**src/rtl/axi_apb_pkg.sv**
```systemverilog
// rtl/axi_apb_pkg.sv - shared types and response codes for the AXI-lite to APB transfer FSM
package axi_apb_pkg;

    typedef enum logic [1:0] {
        IDLE   = 2'd0,
        SETUP  = 2'd1,
        ACCESS = 2'd2,
        RESP   = 2'd3
    } state_t;

    typedef logic [1:0] resp_t;

    localparam resp_t RESP_OKAY   = 2'b00;
    localparam resp_t RESP_SLVERR = 2'b10;

endpackage

```
**src/rtl/axi_apb_xfer_fsm.sv**
```systemverilog
// rtl/axi_apb_xfer_fsm.sv - runs one APB3 transfer per accepted AXI-lite request, one outstanding at a time
module axi_apb_xfer_fsm
    import axi_apb_pkg::*;
#(
    parameter int ADDR_WIDTH = 32,
    parameter int DATA_WIDTH = 32
) (
    input  logic                  clk_i,
    input  logic                  rst_ni,
    input  logic                  aw_valid_i,
    output logic                  aw_ready_o,
    input  logic [ADDR_WIDTH-1:0] aw_data_i,
    input  logic                  w_valid_i,
    output logic                  w_ready_o,
    input  logic [DATA_WIDTH-1:0] w_data_i,
    input  logic                  ar_valid_i,
    output logic                  ar_ready_o,
    input  logic [ADDR_WIDTH-1:0] ar_data_i,
    output logic                  b_valid_o,
    input  logic                  b_ready_i,
    output logic [1:0]            b_data_o,
    output logic                  r_valid_o,
    input  logic                  r_ready_i,
    output logic [DATA_WIDTH+1:0] r_data_o,
    output logic                  psel_o,
    output logic                  penable_o,
    output logic                  pwrite_o,
    output logic [ADDR_WIDTH-1:0] paddr_o,
    output logic [DATA_WIDTH-1:0] pwdata_o,
    input  logic                  pready_i,
    input  logic [DATA_WIDTH-1:0] prdata_i,
    input  logic                  pslverr_i
);

    state_t                state, state_d;
    logic                  prio, prio_d;  // 0: read wins a tie, 1: write wins
    logic                  psel_d, penable_d, pwrite_d;
    logic [ADDR_WIDTH-1:0] paddr_d;
    logic [DATA_WIDTH-1:0] pwdata_d;
    logic                  b_valid_d, r_valid_d;
    resp_t                 b_data_d, resp;
    logic [DATA_WIDTH+1:0] r_data_d;
    logic                  wr_cand, rd_cand, grant_wr, grant_rd;

    always_comb begin
        state_d   = state;
        prio_d    = prio;
        psel_d    = psel_o;
        penable_d = penable_o;
        pwrite_d  = pwrite_o;
        paddr_d   = paddr_o;
        pwdata_d  = pwdata_o;
        b_valid_d = b_valid_o;
        b_data_d  = b_data_o;
        r_valid_d = r_valid_o;
        r_data_d  = r_data_o;
        grant_wr  = 1'b0;
        grant_rd  = 1'b0;
        wr_cand   = aw_valid_i & w_valid_i;
        rd_cand   = ar_valid_i;
        resp      = pslverr_i ? RESP_SLVERR : RESP_OKAY;

        case (state)
            IDLE: begin
                if (rd_cand && (!wr_cand || !prio)) begin
                    grant_rd = 1'b1;
                end else if (wr_cand) begin
                    grant_wr = 1'b1;
                end
                if (rd_cand && wr_cand) begin
                    prio_d = ~prio;
                end
                if (grant_rd || grant_wr) begin
                    state_d   = SETUP;
                    psel_d    = 1'b1;
                    penable_d = 1'b0;
                    pwrite_d  = grant_wr;
                    paddr_d   = grant_wr ? aw_data_i : ar_data_i;
                    pwdata_d  = grant_wr ? w_data_i : '0;
                end
            end
            SETUP: begin
                state_d   = ACCESS;
                penable_d = 1'b1;
            end
            ACCESS: begin
                if (pready_i) begin
                    state_d   = RESP;
                    psel_d    = 1'b0;
                    penable_d = 1'b0;
                    pwrite_d  = 1'b0;
                    paddr_d   = '0;
                    pwdata_d  = '0;
                    if (pwrite_o) begin
                        b_valid_d = 1'b1;
                        b_data_d  = resp;
                    end else begin
                        r_valid_d = 1'b1;
                        r_data_d  = {prdata_i, resp};
                    end
                end
            end
            RESP: begin
                if ((b_valid_o && b_ready_i) || (r_valid_o && r_ready_i)) begin
                    state_d   = IDLE;
                    b_valid_d = 1'b0;
                    b_data_d  = RESP_OKAY;
                    r_valid_d = 1'b0;
                    r_data_d  = '0;
                end
            end
            default: state_d = IDLE;
        endcase
    end

    // Pops are combinational so a slice is consumed in the accept cycle itself
    assign aw_ready_o = grant_wr & rst_ni;
    assign w_ready_o  = grant_wr & rst_ni;
    assign ar_ready_o = grant_rd & rst_ni;

    always_ff @(posedge clk_i or negedge rst_ni) begin
        if (!rst_ni) begin
            state     <= IDLE;
            prio      <= 1'b0;
            psel_o    <= 1'b0;
            penable_o <= 1'b0;
            pwrite_o  <= 1'b0;
            paddr_o   <= '0;
            pwdata_o  <= '0;
            b_valid_o <= 1'b0;
            b_data_o  <= RESP_OKAY;
            r_valid_o <= 1'b0;
            r_data_o  <= '0;
        end else begin
            state     <= state_d;
            prio      <= prio_d;
            psel_o    <= psel_d;
            penable_o <= penable_d;
            pwrite_o  <= pwrite_d;
            paddr_o   <= paddr_d;
            pwdata_o  <= pwdata_d;
            b_valid_o <= b_valid_d;
            b_data_o  <= b_data_d;
            r_valid_o <= r_valid_d;
            r_data_o  <= r_data_d;
        end
    end

endmodule
```
**config.mk**
```make
export PLATFORM = sky130hd
export DESIGN_NAME = axi_apb_xfer_fsm
export DESIGN_NICKNAME = d
export VERILOG_FILES = /design/src/rtl/axi_apb_pkg.sv /design/src/rtl/axi_apb_xfer_fsm.sv
export SDC_FILE = /design/constraint.sdc
export NUM_CORES = 1
export LEC_CHECK = 0
export ABC_AREA = 1
export CORE_MARGIN = 5
export CORE_UTILIZATION = 42
export CTS_BUF_LIST = sky130_fd_sc_hd__clkbuf_4
export DETAILED_ROUTE_END_ITERATION = 16
export GPL_TIMING_DRIVEN = 0
export PLACE_DENSITY = 0.93
export RECOVER_POWER = 100
export SLEW_MARGIN = 30
export SYNTH_ARGS = -nofsm -noshare
export SYNTH_HDL_FRONTEND = slang
export SYNTH_SLANG_ARGS = --single-unit
```
**constraint.sdc**
```tcl
create_clock -name clk_i -period 1.97 [get_ports clk_i]
set_input_delay 0.2955 -clock clk_i [delete_from_list [all_inputs] [get_ports clk_i]]
set_output_delay 0.2955 -clock clk_i [all_outputs]
set_load 0.02 [all_outputs]
```
Word level (Yosys, flattened, before mapping) --
Cells that the tools add are included.
Storage, ports and cells: register bits after elaboration 108, input port bits 137, output and inout port bits 108, word-level logic and storage cells 82
Operators by class: equality and inequality tests 8, mux-type cells 40, bitwise gates (word level) 4, reductions and logical operators 19
Operators by type and width (number):
- 32-bit 2-to-1 mux | 5
- 32-bit case mux with 2 select lines | 2
- 34-bit 2-to-1 mux | 3
- 34-bit case mux with 2 select lines | 1
- 1-bit 2-to-1 mux | 16
- 2-bit 2-to-1 mux | 6
- 2-bit != test (second input constant) | 5
- 3-bit AND reduction | 3
- 1-bit case mux with 2 select lines | 4
- 2-bit case mux with 4 select lines | 1
- 4-bit AND reduction | 2
- 2-bit equality test (second input constant) | 2
- 1-bit logical AND | 4
- 2-bit case mux with 2 select lines | 1
- 2-bit nonzero test | 2
- 1-bit AND | 3
- 1-bit logical OR | 3
- 1-bit case mux with 3 select lines | 1
- 3-bit nonzero test | 1
- 2-bit by 1-bit equality test with 1-bit output (second input constant) | 1
- 1-bit logical NOT | 2
- 2-bit logical NOT | 1
- 2-bit AND reduction | 1
- 1-bit inverter | 1

Longest topological paths before layout --
word-level depth 9, gate-level depth with buffers 9, mapped depth without buffers 7

Worst setup path after synthesis --
No wires, ideal clock.
path kind flip-flop to output port, from register state[0], to output w_ready_o, data arrival time 1.658 ns, data required time 1.674 ns, slack 0.017 ns, stages on the path, launching flop included 6, path buffers 1, cell sequence dfrtp_1 > inv_1 > ha_1 > inv_1 > nor3_1 > buf_4
Between the ends: cells in the longest elaborated chain, start to end 3
RTL lines:
- from (decl) | RTL line axi_apb_xfer_fsm.sv:35 | state_t state, state_d;
- from (signal assigned) | RTL line axi_apb_xfer_fsm.sv:135 | state <= state_d;
- 2-bit logical NOT | RTL line axi_apb_xfer_fsm.sv:63 | case (state)
- 1-bit 2-to-1 mux | RTL line axi_apb_xfer_fsm.sv:63
- 1-bit AND
- to (decl) | RTL line axi_apb_xfer_fsm.sv:14 | output logic w_ready_o,
No other way between the ends.

Worst setup path after layout --
from register state[0], to output w_ready_o
Between the ends: cells in the longest elaborated chain, start to end 3
RTL lines:
- 2-bit logical NOT | RTL line axi_apb_xfer_fsm.sv:63
- 1-bit 2-to-1 mux | RTL line axi_apb_xfer_fsm.sv:63
- 1-bit AND | RTL line axi_apb_xfer_fsm.sv:118 | assign w_ready_o = grant_wr & rst_ni;
No other way between the ends.

==> metrics <==
Die Area=13900 µm²; CTS Buf Count=9; Max FO, Critical Path=3; final hold violation count=0; final routed DRC violation total=0; max cap viols=0; effective utilization at floorplan=42.7%; CTS tree=yes; Slew headroom=29.4%; Power Internal=6030 µW; vias in the first global route=5015; clock latency on the worst-skew pair=450 ps; Yosys warning count=0; NumNets Final=1010; CTS root buf=clkbuf_4; Place WS=-737 ps; Die W=118 µm; hold wc startpoint=prdata_i[18]; drt pass-1 iters=4; gpl congestion=0.806; peak supply drop=0.757 mV; CP endpoint kind=output port; IO Count=245; initial antenna violation count=0; Post-Route WL=15.4 mm; Seq cells post-synth=106; site row count=39; synth unique cells=26; RSZ-0062 raised after global routing=true; P_sw=5190 µW; Mapped Area=4880 µm²; DRT iter0 DRCs=284; clk buf depth=2; endpoints failing setup=0; antenna viol nets, final=0; Vias=4927; clock power share=9.7%; Leak=0.00400 µW; pin count of the biggest net entering global routing=64; Gate Count Post-Synth=603; CP startpoint=state[0]; WP data arrival=1600 ps; sequential fraction of the synthesis area=54.4%; Crit Reg-Reg Startpoint=state[1]; CP startpoint kind=flip-flop; Least-Margin Pin Slew=1060 ps; compound-cell area share of the yosys netlist=4.77%; placed cell area=7510 µm²; Final Util=67.7%; Comb pwr share=58.4%; commonest non-fill, non-tap cell in the layout=nand2_1; final setup margin=78.4 ps; Post-Syn Area per Cell=8.09 µm²; critical path class=reg2out; Worst Skew=25.2 ps; final setup TNS=0 ps; Sw Ratio=46.3%; core area=11400 µm²; largest family of logic cells by synthesized area=simple AND/OR/NAND/NOR gates; n_diodes=0; drt via density=4.85; Crit path required time=1670 ps; power per standard cell area=1450 nW/µm²; Reg clk slew, reported paths=190 ps; first-pass GRT wire length=24.9 mm; Overall Power=11200 µW; Die Ht=118 µm; HPWL Detailed=11.9 mm; mux cell area share after synthesis=0%; share of layout cells above drive strength 1=9.62%; Seq pwr share=31.9%; synthesized-area fraction occupied by and/or/nand/nor cells=32.6%; Final Max Slew Viols=0; highest clock rate=529 MHz; gr ovfl total=0; highest-count cells in the layout ignoring fill and taps=308 x nand2_1, 136 x clkdlybuf4s50_1, 106 x dfrtp_1; post-synthesis xor/xnor area fraction=0.179%; Total Routing Usage GR=21.8%; Hold Crit Class=in2reg; status=finished clean; synthesis-to-finish area growth=58.3%; post-route clock period utilization=96.0%; fin area=7720 µm²; min Tclk post-route=1890 ps; # H-tree levels=3; IO Port Bufs=242; Routed WL per cell=15.2 µm; adder-cell share of the synthesized area=1.28%; clock sink total=106
==> per-stage QoR <==
stage / instances / hold WS [ps]
3_5_place_dp: 990 / 248
4_1_cts: 1012 / 314
6_report: 1016 / 350
3_3_place_gp: 989 / 452
5_1_grt: 1016 / 318
2_1_floorplan: 604 / -0.0911
==> worst max-delay path, cell delays in order (launching register included) <==
cell and delay, ps:
dfrtp_1 430, inv_2 100, ha_4 140, inv_1 70, nor3_4 150, buf_4 140
buf_4 130
==> synth_stat cells <==
cell / count / area share (%)
a21oi_2: 1 / 0.18
buf_1: 2 / 0.15
buf_2: 15 / 1.5
buf_4: 16 / 2.5
buf_6: 5 / 1.2
clkbuf_1: 3 / 0.23
conb_1: 1 / 0.077
dfrtp_1: 106 / 54
ha_1: 5 / 1.3
inv_1: 13 / 1.0
inv_2: 2 / 0.15
nand2_1: 309 / 24
nand2_2: 1 / 0.13
nand3_1: 66 / 6.8
nand3_2: 2 / 0.41
nand3b_1: 1 / 0.15
nand4_1: 4 / 0.51
nor2_1: 3 / 0.23
nor2_4: 2 / 0.46
nor3_1: 2 / 0.21
o211ai_1: 1 / 0.15
o21a_1: 1 / 0.15
o21ai_0: 5 / 0.51
o21ai_1: 35 / 3.6
o21ai_2: 1 / 0.18
xor2_1: 1 / 0.18
==> per-layer routing <==
metal,global-route usage [%],share of wire [%],vias up
li1,-,-,2428
met1,25.6,41,2285
met2,38.2,50,186
met3,6.63,7.3,28
met4,6.74,2.6,0
met5,0,0,-
==> power by group through the flow <==
stage,Clock [µW],Sequential [µW],Combinational [µW]
final,1090,3580,6560
after global routing,1220,3700,7140
after CTS,1130,3630,7000
after detailed placement,0,3670,6860
after global placement,0,3640,6710
after floorplan,0,4740,2720
==> sequential cells by signal (all words and copies together), names as in the netlist <==
register and cells:
r_valid_o 1, psel_o 1, pwrite_o 1, b_data_o 1
prio 1, b_valid_o 1, state 2, pwdata_o 32
paddr_o 32, penable_o 1, r_data_o 33
==> area by class of cell <==
class | count | area (µm²)
flip-flops and latches | 106 | 2650
multi-input cells | 442 | 1940
clock inverters | 7 | 72.6
repair buffers | 254 | 2500
plain buffers | 40 | 255
clock buffers | 9 | 67.6
well taps | 143 | 179
fillers | 967 | 3690
inverters | 15 | 56.3
==> repair_timing <==
action | CTS | global route
setup buffers | 4 | 5
pin swaps | 1 | 3
endpoints found under the hold margin | 43 | 0
setup endpoints to repair | 3 | 27
gates resized for setup | 25 | 5
hold buffers | 2 | 0
==> logic make-up after synthesis <==
kind of cell,count (synthesis)
AO/OA/AOI/OAI,44
XOR/XNOR,1
adder cells (fa/ha/maj),5
buffers and inverters,56
flip-flops,106
other,1
AND/OR/NAND/NOR,390
==> final timing paths <==
| kind | slack (ps) | cells past startpoint | to |
|---|---|---|---|
| max | 80 | 6 | w_ready_o |
| min | 350 | 3 | r_data_o[20] |
| max reg2reg | 80 | 9 | paddr_o[6] |
| min reg2reg | 490 | 2 | r_data_o[9] |
| max in group asynchronous | 610 | 3 | paddr_o[26] |
| min in group asynchronous | 650 | 3 | r_data_o[27] |
Note: power is estimated with default switching activity, not from simulation.
